===== config.mk =====
export PLATFORM = sky130hd
export DESIGN_NAME = alu_seq
export DESIGN_NICKNAME = d
export VERILOG_FILES = /design/src/rtl/alu_seq.sv
export SDC_FILE = /design/constraint.sdc
export NUM_CORES = 1
export LEC_CHECK = 0
export CAP_MARGIN = 15
export CELL_PAD_IN_SITES_DETAIL_PLACEMENT = 0
export CELL_PAD_IN_SITES_GLOBAL_PLACEMENT = 1
export CORE_ASPECT_RATIO = 1.75
export CORE_UTILIZATION = 46
export DETAILED_ROUTE_END_ITERATION = 10
export PLACE_DENSITY = 0.89
export SYNTH_ARGS = -nofsm -noshare
export SYNTH_HDL_FRONTEND = slang
export SYNTH_SLANG_ARGS = --single-unit

===== constraint.sdc =====
create_clock -name clk -period 4.46 [get_ports clk]
set_input_delay 0.669 -clock clk [delete_from_list [all_inputs] [get_ports clk]]
set_output_delay 0.669 -clock clk [all_outputs]
set_load 0.005 [all_outputs]

===== src/rtl/alu_seq.sv =====
// Sequential ALU with valid/ready handshakes on both sides.
// Single-cycle logic/arith ops, iterative shift-add unsigned multiply.
module alu_seq #(
  parameter int unsigned WIDTH = 8
) (
  input  logic             clk,
  input  logic             rst_n,
  input  logic             in_valid,
  output logic             in_ready,
  input  logic [WIDTH-1:0] a,
  input  logic [WIDTH-1:0] b,
  input  logic [3:0]       op,
  output logic             out_valid,
  input  logic             out_ready,
  output logic [WIDTH-1:0] result,
  output logic [WIDTH-1:0] result_hi,
  output logic             carry,
  output logic             ovf,
  output logic             zero,
  output logic             neg,
  output logic             err
);

  localparam int unsigned CNT_W = $clog2(WIDTH + 1);

  localparam logic [3:0] OP_ADD = 4'd0;
  localparam logic [3:0] OP_SUB = 4'd1;
  localparam logic [3:0] OP_AND = 4'd2;
  localparam logic [3:0] OP_OR  = 4'd3;
  localparam logic [3:0] OP_XOR = 4'd4;
  localparam logic [3:0] OP_NOT = 4'd5;
  localparam logic [3:0] OP_SHL = 4'd6;
  localparam logic [3:0] OP_SHR = 4'd7;
  localparam logic [3:0] OP_MUL = 4'd8;

  typedef enum logic [1:0] {S_IDLE, S_MUL, S_DONE} state_t;

  state_t           r_state;
  logic [WIDTH-1:0] r_mcand;
  logic [WIDTH-1:0] r_hi;
  logic [WIDTH-1:0] r_lo;
  logic [CNT_W-1:0] r_cnt;

  logic             w_accept;
  logic [WIDTH:0]   w_sum;
  logic [WIDTH:0]   w_diff;
  logic [WIDTH-1:0] w_res;
  logic             w_carry;
  logic             w_ovf;
  logic             w_err;
  logic             w_shift_oob;
  logic [WIDTH-1:0] w_addend;
  logic [WIDTH:0]   w_step;

  assign in_ready  = rst_n && ((r_state == S_IDLE) || ((r_state == S_DONE) && out_ready));
  assign w_accept  = in_valid && in_ready;
  assign out_valid = (r_state == S_DONE);

  // Single-cycle datapath for every non-multiply opcode
  assign w_sum       = {1'b0, a} + {1'b0, b};
  assign w_diff      = {1'b0, a} - {1'b0, b};
  assign w_shift_oob = 32'(b) >= WIDTH;

  always_comb begin
    w_res   = '0;
    w_carry = 1'b0;
    w_ovf   = 1'b0;
    w_err   = 1'b0;
    case (op)
      OP_ADD: begin
        w_res   = w_sum[WIDTH-1:0];
        w_carry = w_sum[WIDTH];
        w_ovf   = (a[WIDTH-1] == b[WIDTH-1]) && (w_sum[WIDTH-1] != a[WIDTH-1]);
      end
      OP_SUB: begin
        w_res   = w_diff[WIDTH-1:0];
        w_carry = w_diff[WIDTH];
        w_ovf   = (a[WIDTH-1] != b[WIDTH-1]) && (w_diff[WIDTH-1] != a[WIDTH-1]);
      end
      OP_AND: w_res = a & b;
      OP_OR:  w_res = a | b;
      OP_XOR: w_res = a ^ b;
      OP_NOT: w_res = ~a;
      OP_SHL: w_res = w_shift_oob ? '0 : (a << b);
      OP_SHR: w_res = w_shift_oob ? '0 : (a >> b);
      OP_MUL: w_res = '0;
      default: w_err = 1'b1;
    endcase
  end

  // One multiplier bit per cycle: conditionally add, then shift {hi,lo} right
  assign w_addend = r_lo[0] ? r_mcand : '0;
  assign w_step   = {1'b0, r_hi} + {1'b0, w_addend};

  always_ff @(posedge clk or negedge rst_n) begin
    if (!rst_n) begin
      r_state   <= S_IDLE;
      r_mcand   <= '0;
      r_hi      <= '0;
      r_lo      <= '0;
      r_cnt     <= '0;
      result    <= '0;
      result_hi <= '0;
      carry     <= 1'b0;
      ovf       <= 1'b0;
      zero      <= 1'b0;
      neg       <= 1'b0;
      err       <= 1'b0;
    end else if (w_accept) begin
      if (op == OP_MUL) begin
        r_state <= S_MUL;
        r_mcand <= a;
        r_hi    <= '0;
        r_lo    <= b;
        r_cnt   <= '0;
      end else begin
        r_state   <= S_DONE;
        result    <= w_res;
        result_hi <= '0;
        carry     <= w_carry;
        ovf       <= w_ovf;
        zero      <= ~|w_res;
        neg       <= w_res[WIDTH-1];
        err       <= w_err;
      end
    end else begin
      case (r_state)
        S_MUL: begin
          if (r_cnt == CNT_W'(WIDTH)) begin
            r_state   <= S_DONE;
            result    <= r_lo;
            result_hi <= r_hi;
            carry     <= |r_hi;
            ovf       <= 1'b0;
            zero      <= ~|{r_hi, r_lo};
            neg       <= r_lo[WIDTH-1];
            err       <= 1'b0;
          end else begin
            r_hi  <= w_step[WIDTH:1];
            r_lo  <= {w_step[0], r_lo[WIDTH-1:1]};
            r_cnt <= r_cnt + CNT_W'(1);
          end
        end
        S_DONE: if (out_ready) r_state <= S_IDLE;
        default: ;
      endcase
    end
  end

endmodule


==> impl_metrics.csv <==
group,metric,value,unit
worst_setup_path,crit_fanout,16,
worst_setup_path,critPathLaunch,"op[2]",
global_route,grt_first_pass_wirelength,21210,um
power,p_int,1.262,mW
min_path,hp-class,"input pin to asynchronous set/reset pin",
yosys,ys_seq_area_share,29.98,%
clock_tree,cts_hold_buf,0,
worst_setup_path,ff2ff_path_depth,11,
yosys,syn_avg_cell_area,8.200,um2
die,initial_core_util,47.83,%
yosys,synth-edff-count,0,
sta,setup-tns-final,0,ps
sta,setup_violations,0,
routing,dr.pass1.iters,5,
flow_run,cap_violations,0,
global_route,overflow,0,
worst_setup_path,timing.rr.start,"r_lo[0]",
placement,port_buffers,46,
cells_and_area,drive_gt1_share,6.159,%
routing,vias,4130,
routing,drc,0,
cells_and_area,fin_area,0.004928,mm2
cells_and_area,multi_input_area,0.002691,mm2
placement,place_hpwl,10420,um
worst_setup_path,r2r_slack,1860,ps
power,p_seq_share,39.5,%
yosys,synth_ff_type,"dfrtp_1",
power,peakVddDrop,276.5,uV
yosys,yosysUniqueCellTypes,65,
die,core.rowCount,45,
sta,fin_crit_sh,75.19,%
die,core_area,0.008727,mm2
sta,rsz0062_at_grt,"no",
cells_and_area,n_antenna_cell,0,
yosys,synth_seq_cells,50,
routing,final_antenna_net_count,0,
sta,final.min_clock_period,3354,ps
sta,max_slew_margin,46.00,%
sta,tightest_slew,803.8,ps
cells_and_area,fill_cells,797,
die,num_io_pins,47,
power,clock_power_share,17.8,%
worst_setup_path,r2r-end,"r_hi[7]",
global_route,antenna_found_initial,0,
yosys,yosys_warnings,0,
worst_setup_path,worstSetupPathType,"input pin to flip-flop",
routing,wl_per_cell,19.84,um
clock_tree,clk_latency,290,ps
sta,layout_setup_ws,1106,ps
placement,placed_area,0.004796,mm2
routing,wl,13270,um
power,power_density,411.0,mW/mm2
yosys,netlist_area,0.004174,mm2
clock_tree,cts.path.max_buffers,2,
power,swShare,37.71,%
yosys,synth.top_cell.area_share,29.98,%
sta,clock_skew,3.854,ps
sta,finalMaxSlewViolations,0,
routing,drtIter0Drc,266,
power,leakagePower,2.174,nW
clock_tree,h-tree-depth,2,
clock_tree,cts_resized,0,
global_route,grt_pass1_vias,4133,
clock_tree,clock-sinks,50,
placement,gp_congestion,0.9220,
yosys,ys_top_cells_by_count,"64 x nand2_1, 55 x o21ai_0, 50 x dfrtp_1",
global_route,grtUsageMet2,54.22,%
power,share_comb_of_total_power,42.6,%
worst_setup_path,required,4640,ps
worst_setup_path,critPathArrivalTime,3540,ps
global_route,grt_util_met3,3.852,%
sta,fmax,298.2,MHz
cells_and_area,syn2layout_area_growth,18.08,%
yosys,synth_nets,571,
yosys,synth_area_leaders,"dfrtp_1 30%, ha_1 10%, o21ai_0 6.6%",
die,die_x,74.01,um
worst_setup_path,crit_path_end,"zero",
sta,hold_violations,0,
global_route,use_met1,30.73,%
worst_setup_path,cp-end-kind,"flip-flop",
cells_and_area,register_area,0.001251,mm2
placement,dp_slack,863.0,ps
clock_tree,cts_buffers,5,
routing,drt-vias-per-instance,6.173,
yosys,async_reset_ff_share,100.0,%
global_route,grt-busiest-layer,"met2",
die,chipHeight,128.0,um
global_route,grt_max_degree,45,
outcome,status,"completed",
yosys,yosys.area.top_type,"dfrtp_1",
clock_tree,cts_setup_buffers,0,
clock_tree,cts_tree,"yes",
power,p_switching,763.8,uW
clock_tree,cts_root_buf,"clkbuf_16",
cells_and_area,nets,614,
worst_setup_path,critPathLaunchType,"input pin",
clock_tree,clk_pin_slew_worst_paths,60,ps
die,dieArea,0.009473,mm2
yosys,netlist_instances,509,
global_route,track_usage,29.90,%
yosys,yosysMostFrequentCell,"nand2_1",
[critical path, stage by stage]
cell             delay (ps)
clkdlybuf4s50_1         880
nand3b_1                300
nor3_1                  690
o2111ai_1               420
o211ai_1                260
nor3b_1                  90
a41o_1                  230
[state kept, by name, summed over array words and instances, names as in the netlist]
register   flops
carry          1
err            1
ovf            1
r_cnt          4
r_hi           8
r_lo           8
r_mcand        8
r_state        2
result         8
result_hi      8
zero           1
[kinds of logic after synthesis]
kind of cell             after synthesis  synth area share, %
XOR/XNOR                               7                1.469
multiplexers                          19                5.815
adder cells (fa/ha/maj)               38                11.93
buffers and inverters                 60                5.635
flip-flops                            50                29.98
AO/OA/AOI/OAI                        163                24.79
AND/OR/NAND/NOR                      172                20.38
[per-stage QoR]
| stage | std cells | power, mW | hold WS (ps) | util, % |
|---|---|---|---|---|
| finish | 669 | 2.026 | 229.4 | 56.47 |
| global route | 669 | 2.183 | 237.6 | 56.47 |
| CTS | 669 | 2.032 | 233.5 | 56.47 |
| detailed placement | 662 | 1.669 | 463.0 | 54.95 |
| global placement | 662 | 1.638 | 456.0 | 54.95 |
| floorplan | 509 | 1.273 | 373.4 | - |
[worst min-delay path by stage]
stage | from | to | slack, ps
after global routing | rst_n | result[5] | 240
final | rst_n | r_cnt[2] | 230
after global placement | r_mcand[3] | r_mcand[3] | 460
after CTS | rst_n | result[5] | 230
after detailed placement | r_mcand[4] | r_mcand[4] | 460
after floorplan | rst_n | carry | 370
[power by group through the flow]
| stage | Sequential (mW) | Combinational [mW] | Clock, mW |
|---|---|---|---|
| after global routing | 0.827 | 0.970 | 0.386 |
| final | 0.801 | 0.863 | 0.362 |
| after global placement | 0.802 | 0.836 | 0 |
| after CTS | 0.801 | 0.864 | 0.366 |
| after detailed placement | 0.810 | 0.859 | 0 |
| after floorplan | 0.760 | 0.513 | 0 |
[cell type report]
class	instances	share of cell area, %
Inverter	33	2.513
Sequential cell	50	25.39
Tap cell	117	2.970
Timing Repair Buffer	63	11.83
Clock buffer	7	2.691
Multi-Input combinational cell	399	54.61
[placed cells by master (no fill, tap or decap), drive strengths merged, types with 17 or more instances in the layout]
| master | count |
|---|---|
| a21oi | 31 |
| buf | 18 |
| clkdlybuf4s50 | 45 |
| dfrtp | 50 |
| ha | 35 |
| inv | 33 |
| nand2 | 64 |
| nand3 | 17 |
| nor2 | 26 |
| o21ai | 55 |
[routing by layer]
| metal | part of all wire, % | vias up |
|---|---|---|
| met2 | 53 | 190 |
| met1 | 35 | 1940 |
| met3 | 4.7 | 55 |
| li1 | - | 1945 |
| met4 | 6.9 | 0 |
| met5 | 0 | - |
No activity file was read; power rests on OpenSTA's default activity.
